==> src/rtl/hdmi_audio_pkg.sv <==
// Shared constants and helpers for the HDMI audio sample bridge.
package hdmi_audio_pkg;

  localparam int unsigned UR_ZERO = 0;
  localparam int unsigned UR_HOLD = 1;

  // 48 kHz audio from a 25.2 MHz pixel clock; the increment is twice the audio rate.
  localparam int unsigned DEFAULT_RATE_NUM = 96000;
  localparam int unsigned DEFAULT_RATE_DEN = 25200000;

  function automatic int unsigned acc_width(input int unsigned num, input int unsigned den);
    return $clog2(den + num);
  endfunction

endpackage

==> src/rtl/hdmi_audio_phase_acc.sv <==
// Fractional tick generator: tick averages NUM/DEN per clock, with no long-term drift.
module hdmi_audio_phase_acc
  import hdmi_audio_pkg::*;
#(
  parameter int unsigned NUM = DEFAULT_RATE_NUM,
  parameter int unsigned DEN = DEFAULT_RATE_DEN
) (
  input  logic clk,
  input  logic rst_n,
  output logic tick
);

  localparam int unsigned W = acc_width(NUM, DEN);
  localparam logic [W-1:0] NumW = W'(NUM);
  localparam logic [W-1:0] DenW = W'(DEN);

  if (NUM >= DEN) begin : g_bad_rate
    $error("hdmi_audio_phase_acc: NUM must be smaller than DEN");
  end

  logic [W-1:0] acc_q, acc_d, sum;

  always_comb begin
    sum   = acc_q + NumW;
    tick  = (sum >= DenW);
    acc_d = tick ? (sum - DenW) : sum;
  end

  always_ff @(posedge clk or negedge rst_n) begin
    if (!rst_n) begin
      acc_q <= '0;
    end else begin
      acc_q <= acc_d;
    end
  end

endmodule

==> src/rtl/hdmi_audio_sample_bridge.sv <==
// PCM frame FIFO, fractional clk_audio generation and width conversion for the HDMI core.
// Optional HDMI_AUDIO_ATTEN_EN adds a per-pop arithmetic attenuation input atten_shift.
module hdmi_audio_sample_bridge
  import hdmi_audio_pkg::*;
#(
  parameter int unsigned CHANNELS      = 2,
  parameter int unsigned IN_WIDTH      = 16,
  parameter int unsigned OUT_WIDTH     = 16,
  parameter int unsigned DEPTH         = 8,
  parameter int unsigned RATE_NUM      = DEFAULT_RATE_NUM,
  parameter int unsigned RATE_DEN      = DEFAULT_RATE_DEN,
  parameter int unsigned UNDERRUN_HOLD = UR_HOLD
) (
  input  logic                          clk_pixel,
  input  logic                          reset_n,
  input  logic                          s_valid,
  output logic                          s_ready,
  input  logic [CHANNELS*IN_WIDTH-1:0]  s_data,
`ifdef HDMI_AUDIO_ATTEN_EN
  input  logic [2:0]                    atten_shift,
`endif
  output logic [CHANNELS*OUT_WIDTH-1:0] audio_word,
  output logic                          clk_audio,
  output logic                          sample_stb,
  output logic [$clog2(DEPTH):0]        fifo_level,
  output logic                          underrun,
  input  logic                          clr_flags
);

  localparam int unsigned PtrW = $clog2(DEPTH);
  localparam int unsigned LvlW = PtrW + 1;
  localparam int unsigned IW   = CHANNELS * IN_WIDTH;
  localparam int unsigned OW   = CHANNELS * OUT_WIDTH;
  localparam logic [LvlW-1:0] Full = LvlW'(DEPTH);

  if (CHANNELS < 1 || CHANNELS > 8) begin : g_bad_channels
    $error("hdmi_audio_sample_bridge: CHANNELS must be 1..8");
  end
  if (OUT_WIDTH < 16 || OUT_WIDTH > 24) begin : g_bad_out_width
    $error("hdmi_audio_sample_bridge: OUT_WIDTH must be 16..24");
  end
  if (DEPTH < 2 || (DEPTH & (DEPTH - 1)) != 0) begin : g_bad_depth
    $error("hdmi_audio_sample_bridge: DEPTH must be a power of two >= 2");
  end
  if (UNDERRUN_HOLD > 1) begin : g_bad_hold
    $error("hdmi_audio_sample_bridge: UNDERRUN_HOLD must be 0 or 1");
  end

  logic [IW-1:0]   mem_q [DEPTH];
  logic [PtrW-1:0] wr_ptr_q, wr_ptr_d;
  logic [PtrW-1:0] rd_ptr_q, rd_ptr_d;
  logic [LvlW-1:0] level_q, level_d;
  logic            clk_audio_q, clk_audio_d;
  logic            sample_stb_q, sample_stb_d;
  logic            underrun_q, underrun_d;
  logic [OW-1:0]   audio_word_q, audio_word_d;

  logic          tick;
  logic          pop_tick;
  logic          empty;
  logic          push;
  logic          pop;
  logic [IW-1:0] head;
  logic [OW-1:0] conv_word;

  hdmi_audio_phase_acc #(
    .NUM (RATE_NUM),
    .DEN (RATE_DEN)
  ) u_phase_acc (
    .clk   (clk_pixel),
    .rst_n (reset_n),
    .tick  (tick)
  );

  // Pops happen on the falling clk_audio edge so the word is stable for the next rising edge.
  assign pop_tick = tick & clk_audio_q;
  assign empty    = (level_q == '0);
  assign s_ready  = (level_q != Full);
  assign push     = s_valid & s_ready;
  assign pop      = pop_tick & ~empty;
  assign head     = mem_q[rd_ptr_q];

  for (genvar ch = 0; ch < CHANNELS; ch++) begin : g_ch
    logic signed [IN_WIDTH-1:0]  in_ch;
    logic signed [OUT_WIDTH-1:0] cv;

    assign in_ch = head[ch*IN_WIDTH +: IN_WIDTH];

    if (OUT_WIDTH > IN_WIDTH) begin : g_widen
      assign cv = {in_ch, {(OUT_WIDTH - IN_WIDTH){1'b0}}};
    end else if (OUT_WIDTH == IN_WIDTH) begin : g_same
      assign cv = in_ch;
    end else begin : g_narrow
      localparam int unsigned Drop = IN_WIDTH - OUT_WIDTH;
      assign cv = OUT_WIDTH'(in_ch >>> Drop);
    end

`ifdef HDMI_AUDIO_ATTEN_EN
    assign conv_word[ch*OUT_WIDTH +: OUT_WIDTH] = cv >>> atten_shift;
`else
    assign conv_word[ch*OUT_WIDTH +: OUT_WIDTH] = cv;
`endif
  end

  always_comb begin
    wr_ptr_d     = wr_ptr_q;
    rd_ptr_d     = rd_ptr_q;
    level_d      = level_q;
    audio_word_d = audio_word_q;
    underrun_d   = underrun_q;
    clk_audio_d  = clk_audio_q ^ tick;
    sample_stb_d = pop_tick;

    if (push) begin
      wr_ptr_d = wr_ptr_q + PtrW'(1);
    end
    if (pop) begin
      rd_ptr_d     = rd_ptr_q + PtrW'(1);
      audio_word_d = conv_word;
    end else if (pop_tick && UNDERRUN_HOLD == UR_ZERO) begin
      audio_word_d = '0;
    end

    if (push && !pop) begin
      level_d = level_q + LvlW'(1);
    end else if (pop && !push) begin
      level_d = level_q - LvlW'(1);
    end

    // A fresh underrun beats a simultaneous clear.
    if (pop_tick && empty) begin
      underrun_d = 1'b1;
    end else if (clr_flags) begin
      underrun_d = 1'b0;
    end
  end

  always_ff @(posedge clk_pixel or negedge reset_n) begin
    if (!reset_n) begin
      mem_q <= '{default: '0};
    end else if (push) begin
      mem_q[wr_ptr_q] <= s_data;
    end
  end

  always_ff @(posedge clk_pixel or negedge reset_n) begin
    if (!reset_n) begin
      wr_ptr_q     <= '0;
      rd_ptr_q     <= '0;
      level_q      <= '0;
      audio_word_q <= '0;
      underrun_q   <= 1'b0;
      clk_audio_q  <= 1'b0;
      sample_stb_q <= 1'b0;
    end else begin
      wr_ptr_q     <= wr_ptr_d;
      rd_ptr_q     <= rd_ptr_d;
      level_q      <= level_d;
      audio_word_q <= audio_word_d;
      underrun_q   <= underrun_d;
      clk_audio_q  <= clk_audio_d;
      sample_stb_q <= sample_stb_d;
    end
  end

  assign audio_word = audio_word_q;
  assign clk_audio  = clk_audio_q;
  assign sample_stb = sample_stb_q;
  assign fifo_level = level_q;
  assign underrun   = underrun_q;

endmodule

==> config.mk <==
export PLATFORM = sky130hd
export DESIGN_NAME = hdmi_audio_sample_bridge
export DESIGN_NICKNAME = d
export VERILOG_FILES = /design/src/rtl/hdmi_audio_pkg.sv /design/src/rtl/hdmi_audio_phase_acc.sv /design/src/rtl/hdmi_audio_sample_bridge.sv
export SDC_FILE = /design/constraint.sdc
export NUM_CORES = 1
export LEC_CHECK = 0
export BUFFER_PORTS_ARGS = -buffer_cell sky130_fd_sc_hd__buf_4
export CORE_ASPECT_RATIO = 0.9
export CORE_MARGIN = 2
export CORE_UTILIZATION = 40
export CTS_BUF_LIST = sky130_fd_sc_hd__clkbuf_4
export CTS_CLUSTER_DIAMETER = 120
export DETAILED_ROUTE_END_ITERATION = 6
export PLACE_DENSITY = 0.62
export SETUP_SLACK_MARGIN = 0.1
export SLEW_MARGIN = 15
export SYNTH_ARGS = -nofsm -noshare
export SYNTH_HDL_FRONTEND = slang
export SYNTH_SLANG_ARGS = --single-unit
==> constraint.sdc <==
create_clock -name clk_pixel -period 4.35 [get_ports clk_pixel]
set_input_delay 0.87 -clock clk_pixel [delete_from_list [all_inputs] [get_ports clk_pixel]]
set_output_delay 0.87 -clock clk_pixel [all_outputs]
set_load 0.005 [all_outputs]
---- Yosys cells after proc, flatten, opt, wreduce, memory -nomap -nowiden ----
Cells that the tools add are included.
Widths: inputs -> output; s select.
word-level totals
  flip-flop bits (word level) ............. 326
  input port bits ......................... 36
  output and inout bits ................... 40
  word-level logic and storage cells ...... 54
cells by class
  $add $sub $neg .......................... 6
  order comparisons ....................... 4
  equality and inequality tests ........... 1
  mux-type cells .......................... 11
  bitwise logic cells ..................... 7
  reduce and logical (&&, ||, !) cells .... 9
operators with widths
  operator                count
  $bwmux 256              1
  $bmux 32 s3             1
  $demux 32 s3            1
  $mux 32                 3
  $add 25x17->25 const B  1
  $ge 25x25->1 const B    1
  $mux 25                 1
  $sub 25x25->25 const B  1
  $ge 4x4->1 const B      2
  $mux 4                  2
  $not 3->4               2
  $add 3x1->3 const B     2
  $add 4x1->4 const B     1
  $logic_and 1x1->1       4
  $logic_not 4->1         1
  $lt 4x1->1 const B      1
  $ne 4x4->1 const B      1
  $reduce_bool 2->1       2
  $sub 4x1->4 const B     1
  $and 1x1->1             3
  $logic_not 1->1         2
  $mux 1                  2
  $not 1->1               1
  $xor 1x1->1             1

---- Longest topological paths before layout ----
  depth in word-level cells ............... 7
  depth in mapped cells ................... 22
  mapped depth without buffers ............ 19

---- Hierarchy ----
A second synthesis with hierarchy kept.
unflattened totals
  cells, all modules ...................... 1,097
  area, all modules ....................... 15,105.7 um^2
by module, submodules not included
  module                    times used  cells an instance  area an instance (um^2)  seq. area each (um^2)
  hdmi_audio_sample_bridge  1           933                13,606.8                 7,532.2
  hdmi_audio_phase_acc      1           164                1,498.9                  450.4

---- Worst setup path before layout ----
Ideal clock, no wire load.
  path kind ............................... register to register
  from .................................... register u_phase_acc.acc_q[8]
  to ...................................... register level_q[3] (netlist: fifo_level[3])
  library setup time ...................... 0.122 ns
  arrival ................................. 3.912 ns
  data required time ...................... 4.228 ns
  setup slack ............................. 0.316 ns
  cell stages (with the launch flop) ...... 23
  buffers on the path ..................... 3
  clock period less this slack ............ 4.034 ns
  cells stage by stage .................... dfrtp_1 inv_1 ha_1 nand2b_1 buf_2 a2111oi_0 a211o_1 a31oi_2 nand4bb_1 buf_6 nand2_4 inv_1 ha_1 o41ai_1 clkbuf_1 ha_1 inv_1 ha_1 a21o_1 a21oi_1 xnor2_1 nor2_1 xnor2_1
on the way
  longest elaborated chain between the ends .. 7
  elaborated cells between the ends (all ways) .. 9
  classes of those cells .................. add/sub (1); order compare (1); mux (1); bitwise (2); reduce/logical (4)
RTL lines
  what                                         line                             text
  start: declaration                           hdmi_audio_phase_acc.sv:21       logic [W-1:0] acc_q, acc_d, sum;
  start signal: assignment                     hdmi_audio_phase_acc.sv:31       acc_q <= '0;
  start signal: assignment                     hdmi_audio_phase_acc.sv:33       acc_q <= acc_d;
  $add 25x17->25 *                             hdmi_audio_phase_acc.sv:24       sum = acc_q + NumW;
  $ge 25x25->1 *                               hdmi_audio_phase_acc.sv:25       tick = (sum >= DenW);
  $and 1x1->1 *                                hdmi_audio_sample_bridge.sv:76   assign pop_tick = tick & clk_audio_q;
  via pop_tick                                 hdmi_audio_sample_bridge.sv:59   logic pop_tick;
  $and 1x1->1 *                                hdmi_audio_sample_bridge.sv:80   assign pop = pop_tick & ~empty;
  $logic_not 1->1                              hdmi_audio_sample_bridge.sv:124  if (push && !pop) begin
  $logic_and 1x1->1                            hdmi_audio_sample_bridge.sv:124
  $mux 4 or $reduce_bool 2->1 (tied branches)  n/a
  end signal: assignment                       hdmi_audio_sample_bridge.sv:158  level_q <= level_d;
  end: declaration                             hdmi_audio_sample_bridge.sv:52   logic [LvlW-1:0] level_q, level_d;
The timed path passes the listed nets; every way through them passes the cells marked *.
A chain may end at the register's enable or synchronous reset.

---- Worst setup path in the final report ----
Ends and elaborated chain as after synthesis.

==> impl_metrics.env <==
export IMPL_cts_sinks=319
export IMPL_power_density_mw_per_mm2=597
export IMPL_grt_busiest_layer="met2"
export IMPL_ys_warn_count=0
export IMPL_hold_buffers=0
export IMPL_power_leakage_nw=7.17
export IMPL_routabilityCongestion=0.784
export IMPL_min_period_ns=3.89
export IMPL_drtIter0Drc=365
export IMPL_via_per_inst=5.24
export IMPL_clk_pin_slew_ns=0.06
export IMPL_drc=0
export IMPL_ys_seq_elements=319
export IMPL_grt_pass1_wl_um=51200
export IMPL_fmax_ghz=0.257
export IMPL_fin_ws_ns=0.461
export IMPL_dieHeight_um=185
export IMPL_cpMostUsedCell="inv_1"
export IMPL_min_period_over_period_pct=89.4
export IMPL_cts_root_buffer="clkbuf_4"
export IMPL_worstSkewPairLatency_ns=0.73
export IMPL_routed_wl_um=31300
export IMPL_synth_area_leaders="dfrtp_1 55%, mux2_2 20%, mux4_2 9.9%"
export IMPL_grt_antenna_before_repair=2
export IMPL_worstPathMaxFanout=8
export IMPL_layout_commonest_cell="dfrtp_1"
export IMPL_synth_cells=977
export IMPL_cp_end_kind="flop"
export IMPL_layout_common_cells="316 x dfrtp_1, 255 x mux2_2, 127 x clkbuf_4"
export IMPL_tightest_slew_ns=0.984
export IMPL_synth_avg_cell_area_um2=14.8
export IMPL_setup_violations_final=0
export IMPL_arrival_ns=4.47
export IMPL_gr_usage_met2_pct=27.9
export IMPL_ir_worst_vdd_v=0.000205
export IMPL_fin_cells=1642
export IMPL_start_util_pct=40.3
export IMPL_crit_path_top_delay_cell="dfrtp_1"
export IMPL_row_count=66
export IMPL_grt_pass1_vias=9262
export IMPL_min_path_type="in -> async"
export IMPL_dr_total_vias=8609
export IMPL_io_buffer_count=75
export IMPL_cap_viol_max_count=0
export IMPL_layout_drive_gt1_share_pct=50.3
export IMPL_grt_util_met1_pct=23.5
export IMPL_synth_distinct_cells=62
export IMPL_path_cells="inv_1 -> ha_2 -> nand2b_1 -> buf_4 -> a2111oi_1 -> a211o_1 -> a31oi_2 -> nand4bb_4 -> nand2_4 -> inv_1 -> ha_1 -> o41ai_2 -> ha_2 -> inv_1 -> ha_1 -> a21o_1 -> a21oi_1 -> xnor2_1 -> nor2_1 -> xnor2_1"
export IMPL_firstDrtPassIters=5
export IMPL_core_mm2=0.0359
export IMPL_ios=76
export IMPL_synth_edf_count=0
export IMPL_drv_slew=0
export IMPL_dieArea_mm2=0.0378
export IMPL_critPathLaunch="u_phase_acc.acc_q[8]$_DFF_PN0_"
export IMPL_dp_cells=1493
export IMPL_synth_top_area_share_pct=55.1
export IMPL_area_growth_pct=15.7
export IMPL_wl_per_cell_um=19.1
export IMPL_seq_area_frac_synth_pct=55.1
export IMPL_fin_nets=1155
export IMPL_syn_area_mm2=0.0145
export IMPL_overflow=0
export IMPL_rr_startpoint="u_phase_acc.acc_q[8]$_DFF_PN0_"
export IMPL_max_slew_margin_pct=34.4
export IMPL_grt_max_degree=108
export IMPL_fin_tns_setup_ns=0
export IMPL_worstPathRequired_ns=4.93
export IMPL_cts_buffers=87
export IMPL_hold_viol=0
export IMPL_track_usage_pct=17.4
export IMPL_crit_family="compound AO/OA/AOI/OAI gates"
export IMPL_cts_buffer_depth=3
export IMPL_yosys_area_top_type="dfrtp_1"
export IMPL_cts_tree="built"
export IMPL_die_w_um=205
export IMPL_hpwl_um=18200
export IMPL_synth_nets=1023
export IMPL_postRouteAntennaNets=0
export IMPL_rsz0062_at_grt="no"
export IMPL_cts_max_level=3
export IMPL_max_stage_delay_ns=0.44
export IMPL_globalRouteMet3Util_pct=3.93
export IMPL_skew_ns=0.0569
export IMPL_final_core_util_pct=46.7
export IMPL_critical_path_buf_inv_count=4
export IMPL_status="finished clean"
export IMPL_crit_type="reg -> reg"
export IMPL_ys_flop_type="dfrtp_1"
export IMPL_cp_start_kind="flop"
export IMPL_place_ws_ns=0.285
export IMPL_async_flop_share_pct=100
## per-stage QoR
step	hold WS [ns]	cell area [um2]	total power [mW]
floorplan	0.452	14500	6.76
global placement	0.468	15600	7.38
detailed placement	0.473	15600	7.50
CTS	0.220	16700	10.2
global route	0.239	16800	10.7
finish	0.216	16800	10.0
## worst register-to-register path: cells and delay by family, from the launching register on
family | cells | cell delay (ns)
AOI/OAI and AO/OA | 6 | 1.13
xor gates and xnor gates | 2 | 0.25
adders and majority gates | 4 | 0.96
buffers and inverters | 4 | 0.46
DFF | 1 | 0.44
and+or+nand+nor | 4 | 0.53
## per-layer routing
layer  wire length, um  share of wire, %
met5                 0                 0
met3              1250               4.0
met4               557               1.8
met2             15200                48
met1             14300                46
## logic make-up (layout without fill, tap and decap cells)
logic type                 after synthesis  after routing  synth area share [%]
and+or+nand+nor                        109            109                  3.71
other                                    0              2                     0
muxes                                  356            356                  32.4
DFF                                    319            319                  55.1
AOI/OAI and AO/OA                       78             78                  3.69
adders and majority gates               10             10                 0.915
xor gates and xnor gates                30             30                  1.87
buffers and inverters                   75            262                  2.37
## path summary, 6_finish.rpt
kind                                                   to  slack [ns]  depth (start not counted)
worst min-delay path                mem_q[32]$_DFFE_PN0P_        0.22                          1
max in group asynchronous           mem_q[37]$_DFFE_PN0P_        3.22                          2
worst min register to register  audio_word[2]$_DFFE_PN0P_        0.48                          2
worst max-delay path            fifo_level[3]$_DFFE_PN0P_        0.46                         20
worst max register to register  fifo_level[3]$_DFFE_PN0P_        0.46                         20
min in group clk_pixel             mem_q[125]$_DFFE_PN0P_        0.43                          2
## state kept, by name, summed over array words and instances, names as in the netlist
register	cells
rd_ptr_q	3
fifo_level	4
sample_stb	1
audio_word	32
wr_ptr_q	3
underrun	1
clk_audio	1
u_phase_acc.acc_q	18
mem_q	256
## cells in the mapped netlist, types with 4 or more instances
cell type	instances
dfrtp_1	319
mux2_1	4
mux4_2	64
nor2_1	20
mux2i_1	33
mux2_2	255
buf_2	25
nand2_1	45
buf_1	10
inv_1	12
ha_1	9
nand4_1	5
buf_6	4
nand3_1	14
xnor2_1	20
clkbuf_1	22
o21ai_0	38
nor3_1	4
a31oi_1	4
xor2_1	9
a21oi_1	6
## power by group
| part | internal (mW) | leakage [nW] | switching [mW] |
|---|---|---|---|
| clock | 1.39 | 0.632 | 1.22 |
| combinational | 1.69 | 2.64 | 0.892 |
| sequential | 4.21 | 3.90 | 0.611 |
| total | 7.29 | 7.17 | 2.73 |
## timing repair
| item | in CTS | in global routing |
|---|---|---|
| gates resized for setup | 0 | 6 |
| setup buffers | 0 | 3 |
| setup endpoints to repair | 0 | 1 |
## layout make-up
type	instances	area (um2)
clock inverters	17	108
multi-input cells	583	6230
repair buffers	105	846
clock buffers	127	953
flip-flops and latches	319	7990
well taps	476	596
fillers	3289	19200
diodes	2	5.00
inverters	13	48.8
Power figures use the tool's default switching activity.
